### src/rtl/vecmat_result_pack.sv
// vecmat_result_pack
// Collects the scalar results of the vecmat dot-product engines and packs
// DEPTH consecutive elements into one row vector (element i at bits
// [i*DATA_WIDTH +: DATA_WIDTH]), then offers the row downstream.
//
// Handshakes: a transfer happens on a rising edge where valid && ready are
// both 1. Valid never depends combinationally on ready; once out_valid is
// raised, out_vector/out_len hold until the row is taken.
//
// Optional feature: define VECMAT_PACK_RELU_EN to clamp negative elements to
// zero as they are written into the fill buffer.
//
// FSM: FILL collects elements; HOLD keeps a completed row in the fill buffer
// while the output register is still occupied. The current state is visible
// on the internal signal "state" for checkers.

module vecmat_result_pack #(
    parameter int DATA_WIDTH = 16,
    parameter int DEPTH      = 32,
    parameter int LEN_WIDTH  = 6
) (
    input  logic                          clk,
    input  logic                          reset,
    input  logic [DATA_WIDTH-1:0]         in_data,
    input  logic                          in_valid,
    output logic                          in_ready,
    input  logic                          flush,
    output logic [DATA_WIDTH*DEPTH-1:0]   out_vector,
    output logic [LEN_WIDTH-1:0]          out_len,
    output logic                          out_valid,
    input  logic                          out_ready
);

    localparam int ROW_W = DATA_WIDTH * DEPTH;
    localparam int IDX_W = $clog2(DEPTH);

    typedef enum logic {
        FILL = 1'b0,
        HOLD = 1'b1
    } state_t;

    state_t               state;
    logic [ROW_W-1:0]     fill_buf;
    logic [ROW_W-1:0]     next_buf;
    logic [IDX_W-1:0]     wr_idx;
    logic [LEN_WIDTH-1:0] hold_len;
    logic [LEN_WIDTH-1:0] close_len;
    logic [DATA_WIDTH-1:0] store_data;
    logic                 accept;
    logic                 slot_free;
    logic                 close;

    // Value written into the fill buffer for an accepted element.
    always_comb begin
`ifdef VECMAT_PACK_RELU_EN
        store_data = in_data[DATA_WIDTH-1] ? '0 : in_data;
`else
        store_data = in_data;
`endif
    end

    // Accept/close decisions and the fill buffer including any same-cycle element.
    always_comb begin
        accept    = in_valid && in_ready && (state == FILL);
        slot_free = !out_valid || out_ready;
        next_buf  = fill_buf;
        if (accept) begin
            next_buf[int'(wr_idx)*DATA_WIDTH +: DATA_WIDTH] = store_data;
        end
        close_len = LEN_WIDTH'(wr_idx) + LEN_WIDTH'(accept);
        close     = (state == FILL) &&
                    ((accept && (wr_idx == IDX_W'(DEPTH - 1))) ||
                     (flush && ((wr_idx != '0) || accept)));
    end

    // Fill/hold state machine with registered in_ready and output row register.
    always_ff @(posedge clk) begin
        if (!reset) begin
            state      <= FILL;
            fill_buf   <= '0;
            wr_idx     <= '0;
            hold_len   <= '0;
            in_ready   <= 1'b0;
            out_vector <= '0;
            out_len    <= '0;
            out_valid  <= 1'b0;
        end else begin
            case (state)
                FILL: begin
                    if (close && slot_free) begin
                        // Row goes straight to the output register.
                        out_vector <= next_buf;
                        out_len    <= close_len;
                        out_valid  <= 1'b1;
                        fill_buf   <= '0;
                        wr_idx     <= '0;
                        in_ready   <= 1'b1;
                    end else if (close) begin
                        // Output still occupied: park the row and stall input.
                        fill_buf <= next_buf;
                        hold_len <= close_len;
                        wr_idx   <= '0;
                        in_ready <= 1'b0;
                        state    <= HOLD;
                    end else begin
                        fill_buf <= next_buf;
                        if (accept) begin
                            wr_idx <= wr_idx + IDX_W'(1);
                        end
                        in_ready <= 1'b1;
                        if (out_valid && out_ready) begin
                            out_valid <= 1'b0;
                        end
                    end
                end
                HOLD: begin
                    if (slot_free) begin
                        out_vector <= fill_buf;
                        out_len    <= hold_len;
                        out_valid  <= 1'b1;
                        fill_buf   <= '0;
                        in_ready   <= 1'b1;
                        state      <= FILL;
                    end
                end
                default: begin
                    state <= FILL;
                end
            endcase
        end
    end

endmodule

### config.mk
export PLATFORM = sky130hd
export DESIGN_NAME = vecmat_result_pack
export DESIGN_NICKNAME = d
export VERILOG_FILES = /design/src/rtl/vecmat_result_pack.sv
export SDC_FILE = /design/constraint.sdc
export NUM_CORES = 2
export LEC_CHECK = 0
export BUFFER_PORTS_ARGS = -buffer_cell sky130_fd_sc_hd__buf_2
export CAP_MARGIN = 20
export CELL_PAD_IN_SITES_DETAIL_PLACEMENT = 1
export CELL_PAD_IN_SITES_GLOBAL_PLACEMENT = 2
export CORE_ASPECT_RATIO = 1.2
export CORE_MARGIN = 2
export CORE_UTILIZATION = 37
export DETAILED_ROUTE_END_ITERATION = 8
export PLACE_DENSITY = 0.86
export SLEW_MARGIN = 0
export SYNTH_ARGS = -nofsm -noshare
export SYNTH_HDL_FRONTEND = slang
export SYNTH_SLANG_ARGS = --single-unit
export TNS_END_PERCENT = 10
### constraint.sdc
create_clock -name clk -period 7.4 [get_ports clk]
set_input_delay 0.74 -clock clk [delete_from_list [all_inputs] [get_ports clk]]
set_output_delay 0.74 -clock clk [all_outputs]
set_load 0.01 [all_outputs]
-- Yosys cells after proc, flatten, opt, wreduce, memory -nomap -nowiden
Cells that the tools add are included.
- flip-flop bits (word level): 1044
- input port bits: 21
- output and inout port bits: 520
- logic and storage cells: 63
- add/sub/neg operators: 3
- equality and inequality tests: 5
- shifts and indexed selects: 2
- muxes and demuxes: 26
- bitwise gates (word level): 2
- reductions and logical operators: 17
- operators by type and width (operator ; count):
    2-to-1 mux 512 bit ; 5
    case mux 512 bit (2 select lines) ; 2
    bitwise mux 512 bit ; 1
    variable shift 16 x 33 -> 512 bit (first input constant) ; 1
    variable part select 16 x 33 -> 512 bit ; 1
    negation 9 -> 33 bit ; 1
    2-to-1 mux 5 bit ; 3
    2-to-1 mux 6 bit ; 2
    case mux 6 bit (2 select lines) ; 1
    2-to-1 mux 1 bit ; 9
    logical AND 1 bit ; 7
    adder 5 x 1 -> 6 bit ; 1
    case mux 1 bit (2 select lines) ; 3
    AND reduction 3 bit ; 2
    adder 5 x 1 -> 5 bit (second input constant) ; 1
    == test 5 bit (second input constant) ; 1
    nonzero test 5 bit ; 1
    inequality test 2 x 1 -> 1 bit (second input constant) ; 2
    AND reduction 2 bit ; 2
    logical OR 1 bit ; 3
    inequality test 3 x 1 -> 1 bit (second input constant) ; 1
    inequality test 3 x 2 -> 1 bit (second input constant) ; 1
    nonzero test 3 bit ; 1
    inverter 1 bit ; 2
    logical NOT 1 bit ; 1

-- Logic depth before layout (Yosys ltp)
- depth after elaboration: 9
- mapped depth: 15

-- Worst setup path after synthesis
No wires, ideal clock.
- path type: flip-flop to flip-flop
- from: reg wr_idx[1]
- to: reg out_vector[52]
- setup time: 0.132 ns
- data arrival time: 3.238 ns
- data required time: 7.268 ns
- path slack: 4.029 ns
- cell stages (with the launch flop): 15
- buffers on the path: 4
- clock period less this slack: 3.371 ns
- path through: dfxtp_1 clkbuf_1 inv_1 ha_1 nand2b_1 nor2_1 ha_1 clkbuf_1 inv_1 nor4_1 and2_1 clkbuf_1 buf_2 mux2i_1 a21oi_1
- cells in the longest elaborated chain, start to end: 8
- elaborated cells between the ends (all ways): 17
- ends and longest elaborated chain (element ; line ; text):
    start: declaration ; 45 ; logic [IDX_W-1:0] wr_idx;
    start signal: assignment ; 108 ; wr_idx <= wr_idx + IDX_W'(1);
    parallel branches: the longest is 8 deep, another holds negation 9 -> 33 bit ; - ;
    end signal: assignment ; 92 ; out_vector <= next_buf;
    end signal: assignment ; 118 ; out_vector <= fill_buf;
    end: declaration ; 28 ; output logic [DATA_WIDTH*DEPTH-1:0] out_vector,
Several ways; the timed one is not identified. The select of a mux whose other input is x is not followed.
A chain may end at the register's enable or synchronous reset.

-- Final worst setup path
- from: reg wr_idx[0]
- to: reg fill_buf[81]
- cells in the longest elaborated chain, start to end: 8
- elaborated cells between the ends (all ways): 15
- ends and longest elaborated chain (element ; line ; text):
    parallel branches: the longest is 6 deep, another holds negation 9 -> 33 bit ; - ;
    2-to-1 mux 512 bit (*) ; 90 ; if (close && slot_free) begin
    case mux 512 bit (2 select lines) (*) ; 88 ; case (state)
    end signal: assignment ; 100 ; fill_buf <= next_buf;
    end signal: assignment ; 106 ; fill_buf <= next_buf;
    end: declaration ; 43 ; logic [ROW_W-1:0] fill_buf;
Every way passes the cells marked *.

==> run_results.csv <==
group,metric,value,unit
run_status,status,"completed",
cts,cts_made_buffers,110,
critical_path,reg2regPathDepth,10,
yosys,synth_edf_count,0,
hold_path,whs_path_depth,2,
placed_design,dp_slack,2840,ps
power,power.density,263,mW/mm^2
yosys,syn_nets,4962,
yosys,ys_seq_area_share,50.3,%
drt,via_count,38900,
sta,fmax,213,MHz
drt,wl_met2,77.5,mm
critical_path,path_cells,"inv_2, ha_1, nand2b_1, nor2_1, ha_1, inv_1, nor4_1, and3_1, nand2_1, o21ai_0",
sta,hold_viol_final,0,
critical_path,path_max_fanout,21,
final_layout,final_util,44.0,%
sta,slew_viol_final,0,
floorplanning,start_util,37.3,%
critical_path,cp.arrival,5340,ps
sta,slew_headroom,13.6,%
final_layout,drive_gt1_share,17.0,%
sta,final.setup.tns,0,ps
yosys,netlist_instances,4935,
final_layout,instances_no_fill,6732,
yosys,syn_avg_cell_area,8.42,um^2
grt,grt_pass1_wl,246,mm
final_layout,final_cell_mix,"dfxtp_1 (1,043), nand2_1 (691), buf_2 (539), o21ai_0 (413), nand3_1 (392)",
critical_path,cp.required,8040,ps
floorplanning,ioPinCount,541,
drt,vias_per_cell,5.78,
critical_path,critPathSlowestCell,"and3_1",
placed_design,gp_congestion,0.808,
floorplanning,rows,134,
cts,cts_resized,0,
grt,grt_pass1_vias,38100,
critical_path,timing.rr.end,"fill_buf[81]",
cts,cts_sinks,1044,
floorplanning,die_w,310,um
drt,routed-wl-met3,10.2,mm
sta,setup_viol,0,
final_layout,nets,5167,
drt,m1WireLength,71.7,mm
cts,h-tree-depth,3,
cts,worstSkewPairLatency,730,ps
hold_path,holdPathEnd,"fill_buf[256]",
floorplanning,core_area,0.111,mm^2
placed_design,dp_hpwl,103,mm
yosys,synthArstFlopShare,0,%
critical_path,end_kind,"flip-flop",
floorplanning,die_area,0.115,mm^2
critical_path,crit_path_frequent_cell,"ha_1",
critical_path,worst-path-buf-inv,2,
drt,drtAntennaViolNets,0,
final_layout,register_area,0.0209,mm^2
yosys,synth_ff_type,"dfxtp_1",
cts,cts_buffer_depth,3,
sta,min_period,4700,ps
critical_path,critPathLaunchType,"flip-flop",
power,power,12.9,mW
drt,routedWlPerCell,24.6,um
sta,tightest_slew,1300,ps
placed_design,place_inst,6521,
grt,track_usage,27.8,%
drt,routed_wl,165,mm
yosys,synth_seq_cells,1044,
job,maxCapViolCount,0,
grt,grt_overflow_total,0,
critical_path,max_stage_delay,910,ps
yosys,ys.warnings.count,0,
drt,first_pass_iters,6,
sta,fin_worst_skew,23.3,ps
sta,rsz0062_at_grt,"false",
final_layout,num-fill-cells,13100,
sta,finalCritPeriodShare,63.5,%
critical_path,path_delay_family,"simple AND/OR/NAND/NOR gates",
cts,postCtsSetupBuffers,0,
yosys,netlist_area,0.0416,mm^2
cts,clk_pin_slew,60,ps
power,ir_drop,0.179,mV
critical_path,criticalPathCategory,"reg -> reg",
cts,cts_tree,"done",
final_layout,layout_commonest_cell,"dfxtp_1",
drt,drcViolationCount,0,
final_layout,multiInputGateArea,0.0188,mm^2
power,p_leak,17.5,nW
drt,highest_layer,"met4",
grt,grt_max_degree,289,
floorplanning,chipHeight,371,um
hold_path,worstHoldPathType,"reg -> reg",
critical_path,r2r-start,"wr_idx[0]",
yosys,ys_types,72,
placed_design,portBuffers,540,
sta,fin_ws,2700,ps
grt,antenna_found_initial,6,
cts,clock-root-buffer,"clkbuf_16",
drt,first_iter_violations,3230,
cts,cts_hold_buf,0,
final_layout,synthToLayoutAreaGrowth,17.9,%
hold_path,min_from,"fill_buf[256]",
critical_path,r2r_slack,2700,ps
layer usage:
layer  track usage [%]  vias up
met5                 0        -
met4              11.0        0
met3              4.65      224
met2              45.0     1141
met1              36.9    19500
li1                  -    18100
worst min-delay path: stages, from the launching register on:
cell and delay, ps:
dfxtp_1 310, nand2_1 50, o21ai_1 50
kinds of logic (layout without fill, tap and decap cells):
logic type	count (synthesis)	count (layout)	share of synthesized area (%)
XOR/XNOR	5	5	0.105
adder cells (fa/ha/maj)	6	6	0.181
multiplexers	207	207	4.99
AO/OA/AOI/OAI	1483	1483	21.6
buffers and inverters	559	857	5.21
flip-flops	1044	1044	50.3
AND/OR/NAND/NOR	1631	1631	17.7
other	0	3	0
stage by stage:
step,area (um^2),hold WS (ps)
detailed placement,45200,444
floorplan,41600,428
CTS,48900,454
global placement,45100,432
global route,49000,466
finish,49000,453
cell type report:
class	count	area share [%]
Inverter	13	0.115
Antenna cell	3	0.0153
Multi-Input combinational cell	3332	38.4
Tap cell	1496	3.82
Timing Repair Buffer	639	7.34
Clock inverter	31	0.725
Clock buffer	174	6.97
Sequential cell	1044	42.7
state kept, by name, indices dropped and copies added, names as in the netlist:
name and count:
fill_buf 512, out_vector 512, hold_len 6, out_len 6
wr_idx 5, in_ready 1, out_valid 1, state 1
cells in the mapped netlist, drive strengths merged (6+ instances only):
cell / number / area, um^2
a211oi: 54 / 415
a21oi: 357 / 1790
a22oi: 92 / 691
a311oi: 19 / 166
a31oi: 271 / 1700
a32o: 32 / 320
a32oi: 83 / 727
and2: 36 / 225
and3: 42 / 263
buf: 68 / 323
clkbuf: 478 / 1800
dfxtp: 1044 / 20900
ha: 6 / 75.1
inv: 13 / 48.8
mux2i: 207 / 2070
nand2: 693 / 2600
nand2b: 9 / 56.3
nand3: 394 / 1980
nand4: 64 / 400
nor2: 304 / 1140
nor2b: 9 / 56.3
nor3: 39 / 262
nor3b: 14 / 105
nor4: 7 / 71.3
o211ai: 7 / 52.6
o21ai: 479 / 2400
o221ai: 16 / 140
o22ai: 35 / 219
o2bb2ai: 21 / 184
how the worst max path moves through the flow:
stage	startpoint	endpoint	slack, ps	cells after the start
4_1_cts	wr_idx[0]	fill_buf[82]	2780	10
3_3_place_gp	wr_idx[0]	fill_buf[81]	3060	10
2_1_floorplan	wr_idx[1]	out_vector[52]	4030	14
6_report	wr_idx[0]	fill_buf[81]	2700	10
5_1_grt	wr_idx[0]	fill_buf[80]	2430	10
3_5_place_dp	wr_idx[0]	fill_buf[82]	2840	10
power breakdown:
part | internal (mW) | total [mW] | switching [mW]
Sequential | 5.83 | 5.98 | 0.155
Combinational | 0.307 | 1.12 | 0.815
Clock | 3.40 | 5.78 | 2.39
Note: power is estimated with default switching activity, not from simulation.
